### config.mk
export PLATFORM = sky130hd
export DESIGN_NAME = matrix_tile_reader
export DESIGN_NICKNAME = d
export VERILOG_FILES = /design/src/rtl/npu_mem_pkg.sv /design/src/rtl/tile_addr_gen.sv /design/src/rtl/matrix_tile_reader.sv
export SDC_FILE = /design/constraint.sdc
export NUM_CORES = 1
export LEC_CHECK = 0
export CORE_MARGIN = 2
export CORE_UTILIZATION = 30
export DETAILED_ROUTE_END_ITERATION = 16
export GPL_TIMING_DRIVEN = 0
export PLACE_DENSITY = 0.52
export SETUP_SLACK_MARGIN = 0.1
export SLEW_MARGIN = 10
export SYNTH_ARGS = -nofsm -noshare
export SYNTH_HDL_FRONTEND = slang
export SYNTH_HIERARCHICAL = 1
export SYNTH_SLANG_ARGS = --single-unit
### constraint.sdc
create_clock -name clk -period 7.4 [get_ports clk]
set_input_delay 1.48 -clock clk [delete_from_list [all_inputs] [get_ports clk]]
set_output_delay 1.48 -clock clk [all_outputs]
set_load 0.03 [all_outputs]
### src/rtl/npu_mem_pkg.sv
// rtl/npu_mem_pkg.sv - shared scratch-memory widths, tile reader state and command types
package npu_mem_pkg;

  localparam int MEM_ADDR_W = 13;
  localparam int MEM_DATA_W = 8;
  localparam int TILE_DIM_W = 8;

  typedef enum logic [1:0] {
    IDLE,
    RUN,
    DRAIN,
    DONE
  } tile_rd_state_t;

  typedef struct packed {
    logic [MEM_ADDR_W-1:0] base_addr;
    logic [TILE_DIM_W-1:0] rows;
    logic [TILE_DIM_W-1:0] cols;
    logic [MEM_ADDR_W-1:0] stride;
  } tile_cmd_t;

endpackage

### src/rtl/tile_addr_gen.sv
// rtl/tile_addr_gen.sv - tile element counters and registered scratch address (MATRIX_TILE_READER_TRANSPOSE_EN adds column-major walk)
module tile_addr_gen
  import npu_mem_pkg::*;
#(
  parameter int ADDR_W = MEM_ADDR_W
) (
  input  logic              clk,
  input  logic              rst_n,
  input  logic              load,
  input  tile_cmd_t         cmd,
`ifdef MATRIX_TILE_READER_TRANSPOSE_EN
  input  logic              transpose,
`endif
  input  logic              prime,
  input  logic              advance,
  output logic              addr_ok,
  output logic [ADDR_W-1:0] mem_addr,
  output logic              eol,
  output logic              last
);

  // Inner/outer are c/r in row-major order and r/c when transposed; the
  // orientation is resolved once at load so the walk itself is identical.
  logic [TILE_DIM_W-1:0] in_lim;
  logic [TILE_DIM_W-1:0] out_lim;
  logic [TILE_DIM_W-1:0] in_cnt;
  logic [TILE_DIM_W-1:0] out_cnt;
  logic [ADDR_W-1:0]     in_step;
  logic [ADDR_W-1:0]     out_step;
  logic [ADDR_W-1:0]     line_base;

  // Position flags describe the element currently presented on mem_addr.
  always_comb begin
    eol  = (in_cnt == in_lim - 1'b1);
    last = eol && (out_cnt == out_lim - 1'b1);
  end

  // Counter/address walk: load the command, prime the first address, then step per accepted element.
  always_ff @(posedge clk or negedge rst_n) begin
    if (!rst_n) begin
      in_lim    <= '0;
      out_lim   <= '0;
      in_step   <= '0;
      out_step  <= '0;
      in_cnt    <= '0;
      out_cnt   <= '0;
      line_base <= '0;
      mem_addr  <= '0;
      addr_ok   <= 1'b0;
    end else if (load) begin
`ifdef MATRIX_TILE_READER_TRANSPOSE_EN
      if (transpose) begin
        in_lim   <= cmd.rows;
        out_lim  <= cmd.cols;
        in_step  <= cmd.stride;
        out_step <= ADDR_W'(1);
      end else
`endif
      begin
        in_lim   <= cmd.cols;
        out_lim  <= cmd.rows;
        in_step  <= ADDR_W'(1);
        out_step <= cmd.stride;
      end
      in_cnt    <= '0;
      out_cnt   <= '0;
      line_base <= cmd.base_addr;
      addr_ok   <= 1'b0;
    end else if (prime) begin
      mem_addr <= line_base;
      addr_ok  <= 1'b1;
    end else if (advance) begin
      if (eol) begin
        in_cnt    <= '0;
        out_cnt   <= out_cnt + 1'b1;
        line_base <= line_base + out_step;
        mem_addr  <= line_base + out_step;
      end else begin
        in_cnt   <= in_cnt + 1'b1;
        mem_addr <= mem_addr + in_step;
      end
    end
  end

endmodule

### src/rtl/matrix_tile_reader.sv
// rtl/matrix_tile_reader.sv - walks a strided tile of scratch memory into a byte stream (MATRIX_TILE_READER_TRANSPOSE_EN adds transpose)
module matrix_tile_reader
  import npu_mem_pkg::*;
#(
  parameter int ADDR_W = MEM_ADDR_W,
  parameter int DATA_W = MEM_DATA_W,
  parameter int DIM_W  = TILE_DIM_W
) (
  input  logic              clk,
  input  logic              rst_n,
  input  logic              start,
  input  logic [ADDR_W-1:0] base_addr,
  input  logic [DIM_W-1:0]  rows,
  input  logic [DIM_W-1:0]  cols,
  input  logic [ADDR_W-1:0] stride,
`ifdef MATRIX_TILE_READER_TRANSPOSE_EN
  input  logic              transpose,
`endif
  output logic [ADDR_W-1:0] mem_addr,
  input  logic [DATA_W-1:0] mem_data,
  output logic              out_valid,
  input  logic              out_ready,
  output logic [DATA_W-1:0] out_data,
  output logic              out_eol,
  output logic              out_last,
  output logic              busy,
  output logic              done
);

  tile_rd_state_t state;
  tile_rd_state_t state_nxt;
  tile_cmd_t      cmd;
  logic           load;
  logic           prime;
  logic           advance;
  logic           addr_ok;
  logic           elem_eol;
  logic           elem_last;

  assign cmd  = '{base_addr: base_addr, rows: rows, cols: cols, stride: stride};
  assign load = (state == IDLE) && start;
  assign busy = (state != IDLE);
  assign done = (state == DONE);

  tile_addr_gen #(
    .ADDR_W (ADDR_W)
  ) u_addr_gen (
    .clk       (clk),
    .rst_n     (rst_n),
    .load      (load),
    .cmd       (cmd),
`ifdef MATRIX_TILE_READER_TRANSPOSE_EN
    .transpose (transpose),
`endif
    .prime     (prime),
    .advance   (advance),
    .addr_ok   (addr_ok),
    .mem_addr  (mem_addr),
    .eol       (elem_eol),
    .last      (elem_last)
  );

  // State register.
  always_ff @(posedge clk or negedge rst_n) begin
    if (!rst_n) begin
      state <= IDLE;
    end else begin
      state <= state_nxt;
    end
  end

  // Next state plus the prime/advance strobes; the first RUN cycle only registers the address.
  always_comb begin
    state_nxt = state;
    prime     = 1'b0;
    advance   = 1'b0;
    unique case (state)
      IDLE: begin
        if (start) begin
          state_nxt = (rows == '0 || cols == '0) ? DONE : RUN;
        end
      end
      RUN: begin
        if (!addr_ok) begin
          prime = 1'b1;
        end else if (!out_valid || out_ready) begin
          advance = 1'b1;
          if (elem_last) begin
            state_nxt = DRAIN;
          end
        end
      end
      DRAIN: begin
        if (out_ready) begin
          state_nxt = DONE;
        end
      end
      DONE: begin
        state_nxt = IDLE;
      end
      default: begin
        state_nxt = IDLE;
      end
    endcase
  end

  // Output beat register: captures memory data on advance, empties once the final beat is taken.
  always_ff @(posedge clk or negedge rst_n) begin
    if (!rst_n) begin
      out_valid <= 1'b0;
      out_data  <= '0;
      out_eol   <= 1'b0;
      out_last  <= 1'b0;
    end else if (advance) begin
      out_valid <= 1'b1;
      out_data  <= mem_data;
      out_eol   <= elem_eol;
      out_last  <= elem_last;
    end else if (state == DRAIN && out_ready) begin
      out_valid <= 1'b0;
    end
  end

endmodule

==> flow_summary.json <==
{
  "status": "finished, final reports clean",
  "postCtsHoldBufs": 0,
  "slowest_delay_ns": 0.55,
  "synth_cell_types": 54,
  "h-tree-depth": 3,
  "synthTopCellsByArea": "dfrtp_1, mux2_2, ha_1, nand2_1, xnor2_1",
  "clock_path_buffers": 2,
  "cts.repair.resized": 0,
  "skew_ns": 0.0106,
  "cts_tree": "done",
  "cp.depth": 12,
  "path_buf_inv": 2,
  "numCtsBuffers": 9,
  "grt_pass1_wl_um": 23500,
  "yosysMostFrequentCell": "dfrtp_1",
  "crit_chain": "inv_1 -> ha_1 -> or3b_1 -> or4_1 -> a32oi_2 -> o211ai_2 -> buf_2 -> nor4_1 -> nand2_1 -> nand2_1 -> o221ai_2 -> mux2_2",
  "cp_common_cell": "nand2_1",
  "gp_congestion": 0.805,
  "first_pass_iters": 4,
  "slew-limit-headroom": 0.454,
  "fin_crit_sh": 0.509,
  "path_max_fanout": 10,
  "synth_cells": 523,
  "path_delay_family": "simple AND/OR/NAND/NOR gates",
  "fin_cells": 844,
  "std_cell_rows": 48,
  "worstMarginPinSlew_ns": 0.819,
  "start_util": 0.304,
  "synth-seq-area-share": 0.416,
  "root_buffer": "clkbuf_16",
  "finalHoldViolations": 0,
  "ff2ff_path_depth": 12,
  "cts_sinks": 86,
  "die_w_um": 135,
  "place_hpwl_um": 10600,
  "die_h_um": 135,
  "synth_area_mm2": 0.00518,
  "yosysTopAreaCellShare": 0.416,
  "grt_pass1_vias": 4475,
  "io_pins": 80,
  "r2r_end": "state[1]",
  "dp.cells": 828,
  "path_clk_slew_ns": 0.07,
  "grt_max_degree": 49,
  "cts_setup_buffers": 0,
  "avgSynthCellArea_um2": 9.90,
  "end_kind": "flop",
  "drive_gt1_frac": 0.118,
  "core_area_mm2": 0.0171,
  "drcViolationCount": 0,
  "slowest_stage": "nor4_1",
  "vias_per_cell": 5.18,
  "vias": 4372,
  "synth_common_cells": "dfrtp_1, nand2_1, mux2_2",
  "maxCapViolations": 0,
  "grt_overflow": 0,
  "track_usage": 0.167,
  "leakagePower_nw": 2.85,
  "antenna_found_initial": 0,
  "ys_seq_elements": 86,
  "fmax_mhz": 266,
  "fillers": 1728,
  "fin_crit_ns": 3.76,
  "r2r_start": "u_addr_gen/in_lim[0]",
  "worst-r2r-setup-slack_ns": 3.64,
  "power_mw": 2.93,
  "slew_violations": 0,
  "critPathKind": "flop to flop",
  "yosys_warnings": 6,
  "wl_per_cell_um": 17.0,
  "critPathCapture": "state[1]",
  "syn_nets": 601,
  "required_ns": 7.64,
  "worstPathArrival_ns": 4.00,
  "setup-tns-final_ns": 0,
  "clk_latency_ns": 0.35,
  "power_density_mw_per_mm2": 445,
  "whs_ns": 0.498,
  "ir_drop_mv": 0.179,
  "drt_iter0_drc": 219,
  "drt-total-wl_um": 14300,
  "setup.worst_path.start": "u_addr_gen/in_lim[0]",
  "area_growth_pct": 27.4,
  "async_flop_share": 1.00,
  "ys_dominant_reg_cell": "dfrtp_1",
  "rsz0062_at_grt": "false",
  "final_nets": 692,
  "ant_nets": 0,
  "worstSetupStartpointType": "flop",
  "min_path_type": "flop to flop",
  "yosysTopAreaCell": "dfrtp_1",
  "synth_edf_count": 0,
  "port_buffers": 79,
  "antennaDiodeCount": 0,
  "die_area_mm2": 0.0183,
  "setup_violations": 0
}
==> state kept, by name, indices dropped and copies added, names as in the netlist <==
signal	cells
out_data	8
u_addr_gen/in_lim	8
out_valid	1
u_addr_gen/out_cnt	8
u_addr_gen/in_step	1
out_eol	1
u_addr_gen/out_lim	8
u_addr_gen/mem_addr	13
u_addr_gen/out_step	13
state	2
u_addr_gen/line_base	13
u_addr_gen/in_cnt	8
out_last	1
u_addr_gen/addr_ok	1
==> routing by layer <==
layer / part of all wire / vias to the layer above / global-route usage
li1: - / 2089 / -
met1: 0.44 / 2146 / 0.216
met2: 0.48 / 118 / 0.270
met3: 0.050 / 19 / 0.0344
met4: 0.026 / 0 / 0.0706
met5: 0 / - / 0
==> how the worst min path moves through the flow <==
stage / start / to / slack [ns] / cells after the start
6_report: u_addr_gen/in_step[0] / u_addr_gen/in_step[0] / 0.50 / 1
5_1_grt: out_data[4] / out_data[4] / 0.52 / 1
4_1_cts: u_addr_gen/in_step[0] / u_addr_gen/in_step[0] / 0.51 / 1
3_5_place_dp: u_addr_gen/in_step[0] / u_addr_gen/in_step[0] / 0.46 / 1
3_3_place_gp: u_addr_gen/in_step[0] / u_addr_gen/in_step[0] / 0.46 / 1
2_1_floorplan: u_addr_gen/in_step[0] / u_addr_gen/in_step[0] / 0.44 / 1
==> metrics by stage <==
| stage | worst slack (ns) | cell area [µm²] | util |
|---|---|---|---|
| floorplan | 4.31 | 5180 | - |
| global placement | 1.47 | 6250 | 0.366 |
| detailed placement | 3.32 | 6270 | 0.367 |
| CTS | 3.66 | 6600 | 0.387 |
| global route | 3.40 | 6600 | 0.387 |
| finish | 3.64 | 6600 | 0.387 |
==> logic make-up after synthesis <==
logic type | Yosys count | synth area share
AOI/OAI and AO/OA | 104 | 0.141
and+or+nand+nor | 163 | 0.154
adders and majority gates | 24 | 0.0594
xor gates and xnor gates | 44 | 0.0744
buffers and inverters | 44 | 0.0346
DFF | 86 | 0.416
muxes | 58 | 0.121
==> cell type report <==
class                           count  area (µm²)  area share
Buffer                             23         100      0.0152
Clock buffer                        9         225      0.0341
Clock inverter                      7         104      0.0157
Inverter                           21        78.8      0.0119
Multi-Input combinational cell    393        2850       0.432
Sequential cell                    86        2150       0.326
Tap cell                          225         282      0.0427
Timing Repair Buffer               80         808       0.123
==> power breakdown <==
group / switching, mW / leakage [nW] / total [mW] / internal (mW)
Sequential: 0.192 / 1.07 / 0.854 / 0.662
Clock: 0.208 / 0.155 / 0.509 / 0.301
Combinational: 0.874 / 1.63 / 1.57 / 0.695
Total: 1.27 / 2.85 / 2.93 / 1.66
==> cell usage in the layout, fill, tap and decap left out, types with 3 or more instances in the layout <==
| master | count |
|---|---|
| buf_2 | 5 |
| nor3_1 | 7 |
| nand3_1 | 25 |
| o221ai_1 | 9 |
| o21ai_0 | 25 |
| or2_2 | 5 |
| nor2b_1 | 4 |
| or4_1 | 7 |
| xnor2_1 | 24 |
| mux2_2 | 38 |
| and3_1 | 6 |
| a31oi_1 | 5 |
| o211ai_1 | 9 |
| dfrtp_1 | 86 |
| nor2_1 | 24 |
| a21o_1 | 8 |
| nand4_1 | 4 |
| clkbuf_1 | 16 |
| ha_1 | 23 |
| nor4_1 | 9 |
| nand3b_1 | 3 |
| inv_1 | 20 |
| clkdlybuf4s50_1 | 78 |
| clkbuf_16 | 9 |
| mux2i_1 | 20 |
| nand2_1 | 57 |
| o31ai_1 | 5 |
| a21oi_1 | 19 |
| xor2_1 | 20 |
| and2_1 | 4 |
| a221oi_1 | 5 |
==> worst reg2reg max path, delay by kind of cell (launching register included) <==
family | cells | cell delay [ns]
and+or+nand+nor | 5 | 1.65
DFF | 1 | 0.44
muxes | 1 | 0.29
AOI/OAI and AO/OA | 3 | 0.65
buffers and inverters | 2 | 0.41
adders and majority gates | 1 | 0.22
No activity file was read; power rests on OpenSTA's default activity.
